File: src/rtl/prog_loader.sv
// prog_loader: writer side of the CPU instruction-memory interface.
//
// Receives a framed byte stream (SYNC, LEN, LEN payload bytes, CHK) over a
// valid/ready handshake. Each payload byte is written to instruction memory
// one cycle after it is accepted. CHK is the 8-bit sum of the payload bytes.
// The CPU is held off (cpu_hold) from reset and throughout every load. After
// a load whose checksum matches, the loader pulses cpu_start and releases
// cpu_hold in that same cycle.
//
// Ports:
//   clk, rst         clock; asynchronous active-high reset
//   in_valid/in_data source byte stream
//   in_ready         loader accepts a byte this cycle (decoded from state)
//   imem_we/addr/wdata  instruction-memory write port (registered)
//   cpu_hold         holds the CPU PC/control FSM while high
//   cpu_start        one-cycle pulse after a successful load
//   busy             a frame is in progress
//   done / err       sticky status of the last frame
module prog_loader #(
    parameter int unsigned AW   = 5,
    parameter int unsigned DW   = 8,
    parameter logic [7:0]  SYNC = 8'hA5
) (
    input  logic          clk,
    input  logic          rst,
    input  logic          in_valid,
    input  logic [DW-1:0] in_data,
    output logic          in_ready,
    output logic          imem_we,
    output logic [AW-1:0] imem_addr,
    output logic [DW-1:0] imem_wdata,
    output logic          cpu_hold,
    output logic          cpu_start,
    output logic          busy,
    output logic          done,
    output logic          err
);

    localparam int unsigned CAP = 1 << AW;

    typedef enum logic [2:0] {
        S_IDLE,
        S_LEN,
        S_DATA,
        S_CHECK,
        S_DONE
    } state_t;

    state_t        state_q, state_d;
    // Length and index are one bit wider than the address so that a frame
    // filling the whole memory (LEN = 2^AW) terminates instead of wrapping.
    logic [AW:0]   len_q, len_d;
    logic [AW:0]   idx_q, idx_d;
    logic [7:0]    sum_q, sum_d;
    logic          imem_we_q, imem_we_d;
    logic [AW-1:0] imem_addr_q, imem_addr_d;
    logic [DW-1:0] imem_wdata_q, imem_wdata_d;
    logic          cpu_hold_q, cpu_hold_d;
    logic          cpu_start_q, cpu_start_d;
    logic          busy_q, busy_d;
    logic          done_q, done_d;
    logic          err_q, err_d;

    logic          accept;
    logic [AW:0]   idx_inc;

    // Ready is low for the single DONE cycle and while reset is asserted.
    assign in_ready = !rst && (state_q != S_DONE);
    assign accept   = in_valid && in_ready;
    assign idx_inc  = idx_q + 1'b1;

    always_comb begin
        // NOTE: every _d starts from its _q so that no path through the case
        // leaves a signal unassigned; this is what keeps the block latch-free.
        state_d      = state_q;
        len_d        = len_q;
        idx_d        = idx_q;
        sum_d        = sum_q;
        imem_we_d    = 1'b0;
        imem_addr_d  = imem_addr_q;
        imem_wdata_d = imem_wdata_q;
        cpu_hold_d   = cpu_hold_q;
        cpu_start_d  = 1'b0;
        busy_d       = busy_q;
        done_d       = done_q;
        err_d        = err_q;

        unique case (state_q)
            S_IDLE: begin
                // A non-SYNC byte is consumed and dropped with flags untouched.
                if (accept && in_data == DW'(SYNC)) begin
                    state_d    = S_LEN;
                    cpu_hold_d = 1'b1;
                    busy_d     = 1'b1;
                    done_d     = 1'b0;
                    err_d      = 1'b0;
                end
            end
            S_LEN: begin
                if (accept) begin
                    if (in_data == '0 || 32'(in_data) > CAP) begin
                        state_d = S_IDLE;
                        err_d   = 1'b1;
                        busy_d  = 1'b0;
                    end else begin
                        state_d = S_DATA;
                        len_d   = (AW+1)'(in_data);
                        idx_d   = '0;
                        sum_d   = '0;
                    end
                end
            end
            S_DATA: begin
                if (accept) begin
                    imem_we_d    = 1'b1;
                    imem_addr_d  = idx_q[AW-1:0];
                    imem_wdata_d = in_data;
                    idx_d        = idx_inc;
                    sum_d        = sum_q + 8'(in_data);
                    if (idx_inc == len_q) begin
                        state_d = S_CHECK;
                    end
                end
            end
            S_CHECK: begin
                if (accept) begin
                    if (8'(in_data) == sum_q) begin
                        // Start pulse and hold release land in the DONE cycle.
                        state_d     = S_DONE;
                        cpu_start_d = 1'b1;
                        cpu_hold_d  = 1'b0;
                        done_d      = 1'b1;
                        busy_d      = 1'b0;
                    end else begin
                        // Partial image stays in memory; hold stays asserted.
                        state_d = S_IDLE;
                        err_d   = 1'b1;
                        busy_d  = 1'b0;
                    end
                end
            end
            S_DONE: begin
                state_d = S_IDLE;
            end
            default: begin
                state_d = S_IDLE;
            end
        endcase
    end

    always_ff @(posedge clk or posedge rst) begin
        if (rst) begin
            // NOTE: only control state needs a reset value; len/idx/sum are
            // reset here too so a mid-frame reset leaves nothing stale.
            state_q      <= S_IDLE;
            len_q        <= '0;
            idx_q        <= '0;
            sum_q        <= '0;
            imem_we_q    <= 1'b0;
            imem_addr_q  <= '0;
            imem_wdata_q <= '0;
            cpu_hold_q   <= 1'b1;
            cpu_start_q  <= 1'b0;
            busy_q       <= 1'b0;
            done_q       <= 1'b0;
            err_q        <= 1'b0;
        end else begin
            // NOTE: non-blocking so every flop samples the pre-edge _d values.
            state_q      <= state_d;
            len_q        <= len_d;
            idx_q        <= idx_d;
            sum_q        <= sum_d;
            imem_we_q    <= imem_we_d;
            imem_addr_q  <= imem_addr_d;
            imem_wdata_q <= imem_wdata_d;
            cpu_hold_q   <= cpu_hold_d;
            cpu_start_q  <= cpu_start_d;
            busy_q       <= busy_d;
            done_q       <= done_d;
            err_q        <= err_d;
        end
    end

    assign imem_we    = imem_we_q;
    assign imem_addr  = imem_addr_q;
    assign imem_wdata = imem_wdata_q;
    assign cpu_hold   = cpu_hold_q;
    assign cpu_start  = cpu_start_q;
    assign busy       = busy_q;
    assign done       = done_q;
    assign err        = err_q;

endmodule

File: config.mk
export PLATFORM = sky130hd
export DESIGN_NAME = prog_loader
export DESIGN_NICKNAME = d
export VERILOG_FILES = /design/src/rtl/prog_loader.sv
export SDC_FILE = /design/constraint.sdc
export NUM_CORES = 1
export LEC_CHECK = 0
export ABC_CLOCK_PERIOD_IN_PS = 2620
export BUFFER_PORTS_ARGS = -buffer_cell sky130_fd_sc_hd__buf_2
export CORE_MARGIN = 3
export CORE_UTILIZATION = 50
export DETAILED_ROUTE_END_ITERATION = 6
export GPL_ROUTABILITY_DRIVEN = 0
export HOLD_SLACK_MARGIN = 0.06
export PLACE_DENSITY = 0.71
export SLEW_MARGIN = 20
export SYNTH_ARGS = -nofsm -noshare
export SYNTH_HDL_FRONTEND = slang
export SYNTH_SLANG_ARGS = --single-unit
File: constraint.sdc
create_clock -name clk -period 2.62 [get_ports clk]
set_input_delay 0.262 -clock clk [delete_from_list [all_inputs] [get_ports clk]]
set_output_delay 0.262 -clock clk [all_outputs]
set_load 0.1 [all_outputs]
# ---- Word level (Yosys, flattened, before mapping)
# Index checks and enable logic that the tools add are counted.
dict set report classes {
  add_sub_neg 2
  n_lt_le_gt_ge 1
  n_eq_ne 16
  n_mux 38
  n_bitwise 1
  n_reduce_logical 17
}
# operator count
set op_table {}
lappend op_table {{8-bit two-way mux} 3}
lappend op_table {{1-bit two-way mux} 18}
lappend op_table {{3-bit two-way mux} 6}
lappend op_table {{6-bit two-way mux} 3}
lappend op_table {{2-bit != test (second input constant)} 9}
lappend op_table {{8-bit one-hot mux with 2 select lines} 1}
lappend op_table {{3-bit one-hot mux with 4 select lines} 1}
lappend op_table {{6-bit one-hot mux with 2 select lines} 1}
lappend op_table {{5-bit AND reduction} 2}
lappend op_table {{8-bit adder} 1}
lappend op_table {{8-bit == test} 1}
lappend op_table {{8-bit == test (second input constant)} 1}
lappend op_table {{8-bit by 6-bit > comparator with 1-bit output (second input constant)} 1}
lappend op_table {{8-bit logical NOT} 1}
lappend op_table {{4-bit AND reduction} 2}
lappend op_table {{6-bit by 1-bit adder with 6-bit output (second input constant)} 1}
lappend op_table {{3-bit by 2-bit == test with 1-bit output (second input constant)} 2}
lappend op_table {{6-bit == test} 1}
lappend op_table {{1-bit one-hot mux with 3 select lines} 2}
lappend op_table {{6-bit AND reduction} 1}
lappend op_table {{1-bit one-hot mux with 2 select lines} 2}
lappend op_table {{2-bit nonzero test} 2}
lappend op_table {{3-bit by 1-bit == test with 1-bit output (second input constant)} 1}
lappend op_table {{1-bit logical AND} 3}
lappend op_table {{other kinds (9)} 9}
dict set report word_totals {
  ff_bits 42
  in_bits 11
  out_inout_bits 20
  elab_cells 87
}

# ---- Logic depth before layout (Yosys ltp)
# Gate-level depths: netlist of the first run.
dict set report depth {
  ltp_word 6
  ltp_mapped 7
  ltp_nobuf 7
}

# ---- Worst setup path after synthesis of the first run
# No wires, ideal clock.
dict set report synth_timing {
  kind {register to output}
  from {register state_q[1]}
  to {output port in_ready}
  arrival_time_ps 2064
  t_required_ps 2358
  slack_ps 294
  path_stages_with_launch 4
  n_path_buf 1
  cell_sequence {dfrtp_1 clkbuf_1 nor2_1 a21oi_1}
}
dict set report synth_via {
  elab_chain_len 2
}
# item line_no
set synth_lines {}
lappend synth_lines {{from (decl)} 49} ;# state_t state_q, state_d;
lappend synth_lines {{from (signal assigned)} 169} ;# state_q <= state_d;
lappend synth_lines {{3-bit != test} 68} ;# assign in_ready = !rst && (state_q != S_DONE);
lappend synth_lines {{1-bit logical AND} 68}
lappend synth_lines {{to (decl)} 28} ;# output logic in_ready,
# Every way passes these cells.

# ---- Final worst setup path of the first run
dict set report layout_timing {
  from {register sum_q[1]}
  to {register sum_q[7]}
}
dict set report layout_via {
  elab_chain_len 3
}
# item line_no
set layout_lines {}
lappend layout_lines {{from (decl)} 54} ;# logic [7:0] sum_q, sum_d;
lappend layout_lines {{from (signal assigned)} 172} ;# sum_q <= sum_d;
lappend layout_lines {{8-bit adder} 119} ;# sum_d = sum_q + 8'(in_data);
lappend layout_lines {{8-bit two-way mux} 114} ;# if (accept) begin
lappend layout_lines {{8-bit one-hot mux with 2 select lines} 88} ;# unique case (state_q)
# Every way passes these cells. The select of a mux whose other input is x is not followed.
# A chain may end at the register's enable or synchronous reset.

==> impl_metrics.csv, run 1 <==
group,metric,value,unit
routing,viasPerCell,5.59,
floorplanning,core_region_area,4060,um^2
timing,slew_headroom,0.607,
worst_hold_path,holdCritStartpoint,"in_data[2]",
place,io_buffer_count,30,
routing,drtAntennaViolNets,0,
floorplanning,die_h,71.5,um
grt,grt_pass1_vias,1651,
synth,syn_nets,235,
grt,met3_usage,0.0533,
clocking,cts_root_buf,"clkbuf_8",
critical_path,arrival,2.30,ns
flow_run,maxCapViolations,0,
timing,rsz0062_at_grt,"false",
outcome,outcome,"complete, no violations",
timing,fin_skew,0.00705,ns
timing,hold_viol_final,0,
clocking,worstSkewPairLatency,0.29,ns
timing,tightest_slew,0.585,ns
worst_hold_path,hold_depth,3,
critical_path,cp-end-kind,"flop",
cells_and_area,layout-drive-gt1-share,0.222,
grt,grt_pass1_wl,8.22,mm
grt,grt_max_degree,31,
clocking,cts_buffers,5,
timing,finalSetupViolCount,0,
synth,synthCells,215,
power_and_ir_drop,power_density,1010,nW/um^2
routing,post-route-drc-count,0,
cells_and_area,layout.nets,271,
critical_path,startpoint_type,"flop",
place,dpl.hpwl,3.58,mm
critical_path,worst-setup-path-type,"reg -> reg",
synth,seq_area_frac_synth,0.491,
timing,finalCritPeriodShare,0.799,
synth,synthDistinctLibCells,41,
routing,finalWirelength,4.85,mm
clocking,cts_resized,0,
cells_and_area,regArea,1050,um^2
timing,slew_violations,0,
critical_path,cp.required,2.83,ns
synth,synthFlopType,"dfrtp_1",
timing,fmax,478,MHz
clocking,tritoncts,"done",
floorplanning,floorplan.initialDensity,0.529,
floorplanning,dieArea,5110,um^2
grt,busiest_layer,"met2",
grt,antenna_found_initial,0,
clocking,cts.sinks,42,
timing,setup_tns,0,ns
clocking,htreeDepth,2,
floorplanning,io_pins,31,
floorplanning,dieWidth,71.5,um
routing,dr.pass1.iters,4,
critical_path,reg2reg_depth,6,
clocking,clk_pin_slew,0.08,ns
critical_path,r2r_setup_slack,0.53,ns
critical_path,reg2reg_from,"sum_q[1]",
cells_and_area,diodes,0,
synth,synthArstFlopShare,1.00,
synth,synth_area,2140,um^2
worst_hold_path,hold_class,"in -> reg",
grt,use_met2,0.318,
routing,drt-wirelength-per-cell,16.1,um
routing,drtIter0Drc,109,
synth,ys_warn_count,0,
synth,syn_area_per_cell,9.97,um^2
critical_path,crit_fanout,3,
floorplanning,rows,23,
power_and_ir_drop,power.total,0.00250,W
grt,track_usage,0.210,
cells_and_area,multiInputGateArea,1050,um^2
routing,num_vias,1689,
power_and_ir_drop,cellLeakagePower,1.24,nW
critical_path,rr_endpoint,"sum_q[7]",
synth,synth-edff-count,0,
clocking,cts_buffer_depth,2,
cells_and_area,fill_cells,363,
grt,overflow,0,
grt,use_met1,0.288,
timing,min_period,2.09,ns
worst_hold_path,hold_end,"imem_wdata[2]",
synth,ys_ff_latch,42,
power_and_ir_drop,ir_drop,0.793,mV
cells_and_area,areaGrowthSynthToFinish,15.0,%
-- layout by cell type (no fill, tap or decap), drive strengths merged, types with 4 or more instances in the layout --
master  synthesis  routed
nand2          44      44
dfrtp          41      41
buf             0      34
nand3          11      11
nor2           10      10
a21oi          10      10
xnor2           9       9
ha              8       8
o21ai           8       8
mux2            7       7
clkbuf          6       7
a22o            6       6
inv             5       5
nand4           4       4
nand2b          4       4
a21o            4       4
a211oi          4       4
a31oi           4       4
-- flip-flops by register name, indices dropped and copies added, names as in the netlist --
name and cells:
busy 1, err 1, state_q 3, cpu_start 1, imem_wdata 8, idx_q 6, imem_we 1, cpu_hold 1
imem_addr 5, sum_q 8, done 1, len_q 6
-- critical path, stage by stage, from the launching register on --
cell and delay [ns]:
dfrtp_1 0.42, ha_1 0.31, a211oi_1 0.45, nor3_1 0.14, or3_1 0.37, and2_1 0.16
o221ai_1 0.15
-- kinds of logic after synthesis --
family                     share of synthesized area
muxes                                         0.0368
xor gates and xnor gates                      0.0490
and+or+nand+nor                                0.195
adders and majority gates                     0.0560
buffers and inverters                         0.0192
DFF                                            0.491
AOI/OAI and AO/OA                              0.153
-- worst max-delay path by stage --
| stage | start | to | slack (ns) | depth (start not counted) |
|---|---|---|---|---|
| 4_1_cts | sum_q[1] | sum_q[7] | 0.56 | 6 |
| 3_3_place_gp | in_data[1] | sum_q[7] | 0.61 | 7 |
| 6_report | sum_q[1] | sum_q[7] | 0.53 | 6 |
| 5_1_grt | sum_q[1] | sum_q[7] | 0.35 | 6 |
| 2_1_floorplan | state_q[1] | in_ready | 0.29 | 3 |
| 3_5_place_dp | in_data[0] | sum_q[6] | 0.54 | 8 |
-- routing by layer --
metal	part of all wire	routed length [um]
met3	0.043	207
met2	0.47	2260
met4	0.021	104
met1	0.47	2280
met5	0	0
-- layout make-up --
| cell class | count | share of cell area |
|---|---|---|
| repair buffers | 35 | 0.0771 |
| clock inverters | 1 | 0.00203 |
| flip-flops and latches | 42 | 0.427 |
| well taps | 50 | 0.0254 |
| inverters | 5 | 0.00761 |
| multi-input cells | 162 | 0.426 |
| clock buffers | 7 | 0.0350 |
-- where the power goes --
part / total [W] / internal (W) / leakage, nW / switching, W
Clock: 0.000424 / 0.000213 / 0.0482 / 0.000212
Sequential: 0.000900 / 0.000794 / 0.558 / 0.000106
Combinational: 0.00118 / 0.000305 / 0.636 / 0.000873
Total: 0.00250 / 0.00131 / 1.24 / 0.00119
-- per-stage QoR --
step                utilization  instances  worst slack [ns]  hold slack [ns]  cell area, um^2
CTS                       0.608        302             0.557            0.245             2470
detailed placement        0.583        293             0.536            0.351             2360
finish                    0.608        302             0.528            0.245             2470
global placement          0.583        293             0.606            0.337             2360
global route              0.608        302             0.355            0.258             2470
floorplan                     -        215             0.294            0.367             2140
-- synth_stat cells, types with 2 or more instances --
master     count  area share
nand2_1       44       0.077
o2bb2ai_1      3       0.012
o21bai_1       2      0.0070
xor2_1         3       0.012
dfrtp_1       41        0.48
o21ai_0        7       0.016
nand2b_1       4       0.012
nor2_1        10       0.018
xnor2_1        9       0.037
a21o_1         4       0.014
nand4_1        4       0.012
a22o_1         6       0.025
clkbuf_1       6       0.011
a211oi_1       4       0.014
mux2_2         7       0.037
inv_1          4      0.0070
ha_1           8       0.047
nor3_1         3      0.0070
a31oi_1        3      0.0088
a21oi_1       10       0.023
nor4_1         3      0.0088
and3_1         2      0.0058
nand3_1       10       0.023
-- repair_timing --
item / 4_1_cts / 5_1_grt
hold endpoints to repair: 11 / 0
setup buffers: 0 / 0
hold buffers: 1 / 0
No activity file was read; power rests on OpenSTA's default activity.
==> inputs of run 2 (changes only) <==
Settings changed: ABC_CLOCK_PERIOD_IN_PS 2620 to 1760, PLACE_DENSITY 0.71 to 0.74.
Clock period 2.62 ns to 1.76 ns, I/O delays scaled along.
==> impl_metrics.csv, run 2 (synthesized netlist as in run 1, its figures left out) <==
group,metric,value,unit
outcome,outcome,"finished with violations",
outcome,violations,"negative setup slack",
floorplanning,io_pins,31,
routing,drt-wirelength-per-cell,15.5,um
clocking,tritoncts,"done",
grt,track_usage,0.216,
floorplanning,rows,23,
flow_run,maxCapViolations,0,
grt,antenna_found_initial,0,
worst_hold_path,hold_class,"in -> reg",
critical_path,reg2reg_from,"sum_q[0]",
worst_hold_path,holdCritStartpoint,"in_data[5]",
critical_path,cp-end-kind,"flop",
floorplanning,core_region_area,4060,um^2
floorplanning,dieArea,5110,um^2
timing,whs,0.183,ns
place,io_buffer_count,30,
clocking,clk_pin_slew,0.08,ns
timing,fin_skew,0.00571,ns
critical_path,cp.required,1.94,ns
grt,grt_max_degree,32,
place,dpl.hpwl,3.46,mm
floorplanning,die_h,71.5,um
clocking,htreeDepth,2,
worst_hold_path,hold_end,"imem_wdata[5]",
grt,overflow,0,
cells_and_area,areaGrowthSynthToFinish,30.2,%
place,placed_area,2560,um^2
floorplanning,dieWidth,71.5,um
critical_path,crit_fanout,2,
routing,viasPerCell,5.53,
routing,num_vias,1797,
routing,finalWirelength,5.04,mm
cells_and_area,design_area,2790,um^2
critical_path,arrival,2.03,ns
power_and_ir_drop,power.total,0.00412,W
timing,finalCritPeriodShare,1.05,
worst_hold_path,hold_depth,3,
timing,hold_viol_final,0,
timing,finalSetupViolCount,2,
cells_and_area,fill_cells,305,
grt,grt_pass1_wl,8.47,mm
cells_and_area,diodes,0,
clocking,cts_buffers,5,
clocking,cts_root_buf,"clkbuf_8",
timing,rsz0062_at_grt,"true",
routing,post-route-drc-count,0,
floorplanning,floorplan.initialDensity,0.529,
routing,drtAntennaViolNets,0,
routing,dr.pass1.iters,4,
timing,setup_tns,-0.120,ns
critical_path,startpoint_type,"flop",
cells_and_area,final_core_util,0.688,
grt,grt_pass1_vias,1768,
clocking,worstSkewPairLatency,0.29,ns
timing,min_period,1.85,ns
cells_and_area,final_common_cell,"nand2_1",
critical_path,r2r_setup_slack,-0.09,ns
power_and_ir_drop,ir_drop,0.978,mV
routing,drtIter0Drc,136,
timing,slew_violations,0,
critical_path,rr_endpoint,"sum_q[2]",
power_and_ir_drop,power_density,1480,nW/um^2
timing,fmax,541,MHz
cells_and_area,layout.nets,294,
critical_path,reg2reg_depth,7,
clocking,cts.sinks,42,
timing,tightest_slew,0.507,ns
clocking,cts_buffer_depth,2,
cells_and_area,layout-drive-gt1-share,0.349,
critical_path,worst-setup-path-type,"reg -> reg",
timing,setup_ws,-0.0877,ns
power_and_ir_drop,cellLeakagePower,1.38,nW
timing,slew_headroom,0.662,
cells_and_area,final_cell_mix,"nand2_1, dfrtp_1, buf_2",
-- run 2: worst max-delay path, cell delays in order (launching register included) --
cell and delay, ns:
dfrtp_1 0.41, ha_4 0.18, fa_2 0.35, buf_4 0.15
buf_6 0.11, xor2_1 0.13, and3_1 0.16, mux2_2 0.25
-- run 2: power breakdown --
part | switching, W | internal (W)
sequential | 0.000161 | 0.00118
clock | 0.000321 | 0.000424
combinational | 0.00138 | 0.000660
total | 0.00186 | 0.00227
-- run 2: layout make-up --
| class | count | area (um^2) | area share |
|---|---|---|---|
| Sequential cell | 42 | 1050 | 0.377 |
| Clock buffer | 7 | 76.3 | 0.0273 |
| Timing Repair Buffer | 58 | 407 | 0.146 |
| Clock inverter | 1 | 30.0 | 0.0108 |
| Tap cell | 50 | 62.6 | 0.0224 |
| Multi-Input combinational cell | 162 | 1140 | 0.410 |
| Inverter | 5 | 18.8 | 0.00672 |
-- run 2: worst max-delay path by stage --
stage / start / to / slack, ns
CTS: sum_q[0] / sum_q[6] / -0.05
global route: sum_q[1] / sum_q[6] / -0.16
detailed placement: in_data[1] / len_q[2] / -0.14
finish: sum_q[0] / sum_q[2] / -0.09
global placement: in_data[1] / len_q[1] / -0.12
floorplan: sum_q[0] / sum_q[6] / -0.03
-- run 2: per-stage QoR --
stage | cells | setup WS (ns)
2_1_floorplan | 215 | -0.0313
3_3_place_gp | 313 | -0.123
3_5_place_dp | 313 | -0.142
4_1_cts | 324 | -0.0510
5_1_grt | 325 | -0.157
6_report | 325 | -0.0877
-- run 2: timing repair --
action / in CTS / in global routing
endpoints found under the setup margin: 3 / 12
hold buffers: 1 / 0
pin swaps: 4 / 8
hold endpoints to repair: 11 / 0
setup buffers: 2 / 1
gates resized for setup: 8 / 12
-- run 2: layer usage --
metal | track usage | vias up | share of wire
met1 | 0.299 | 856 | 0.47
li1 | - | 884 | -
met4 | 0.0898 | 0 | 0.022
met5 | 0 | - | 0
met2 | 0.337 | 44 | 0.47
met3 | 0.0351 | 13 | 0.046
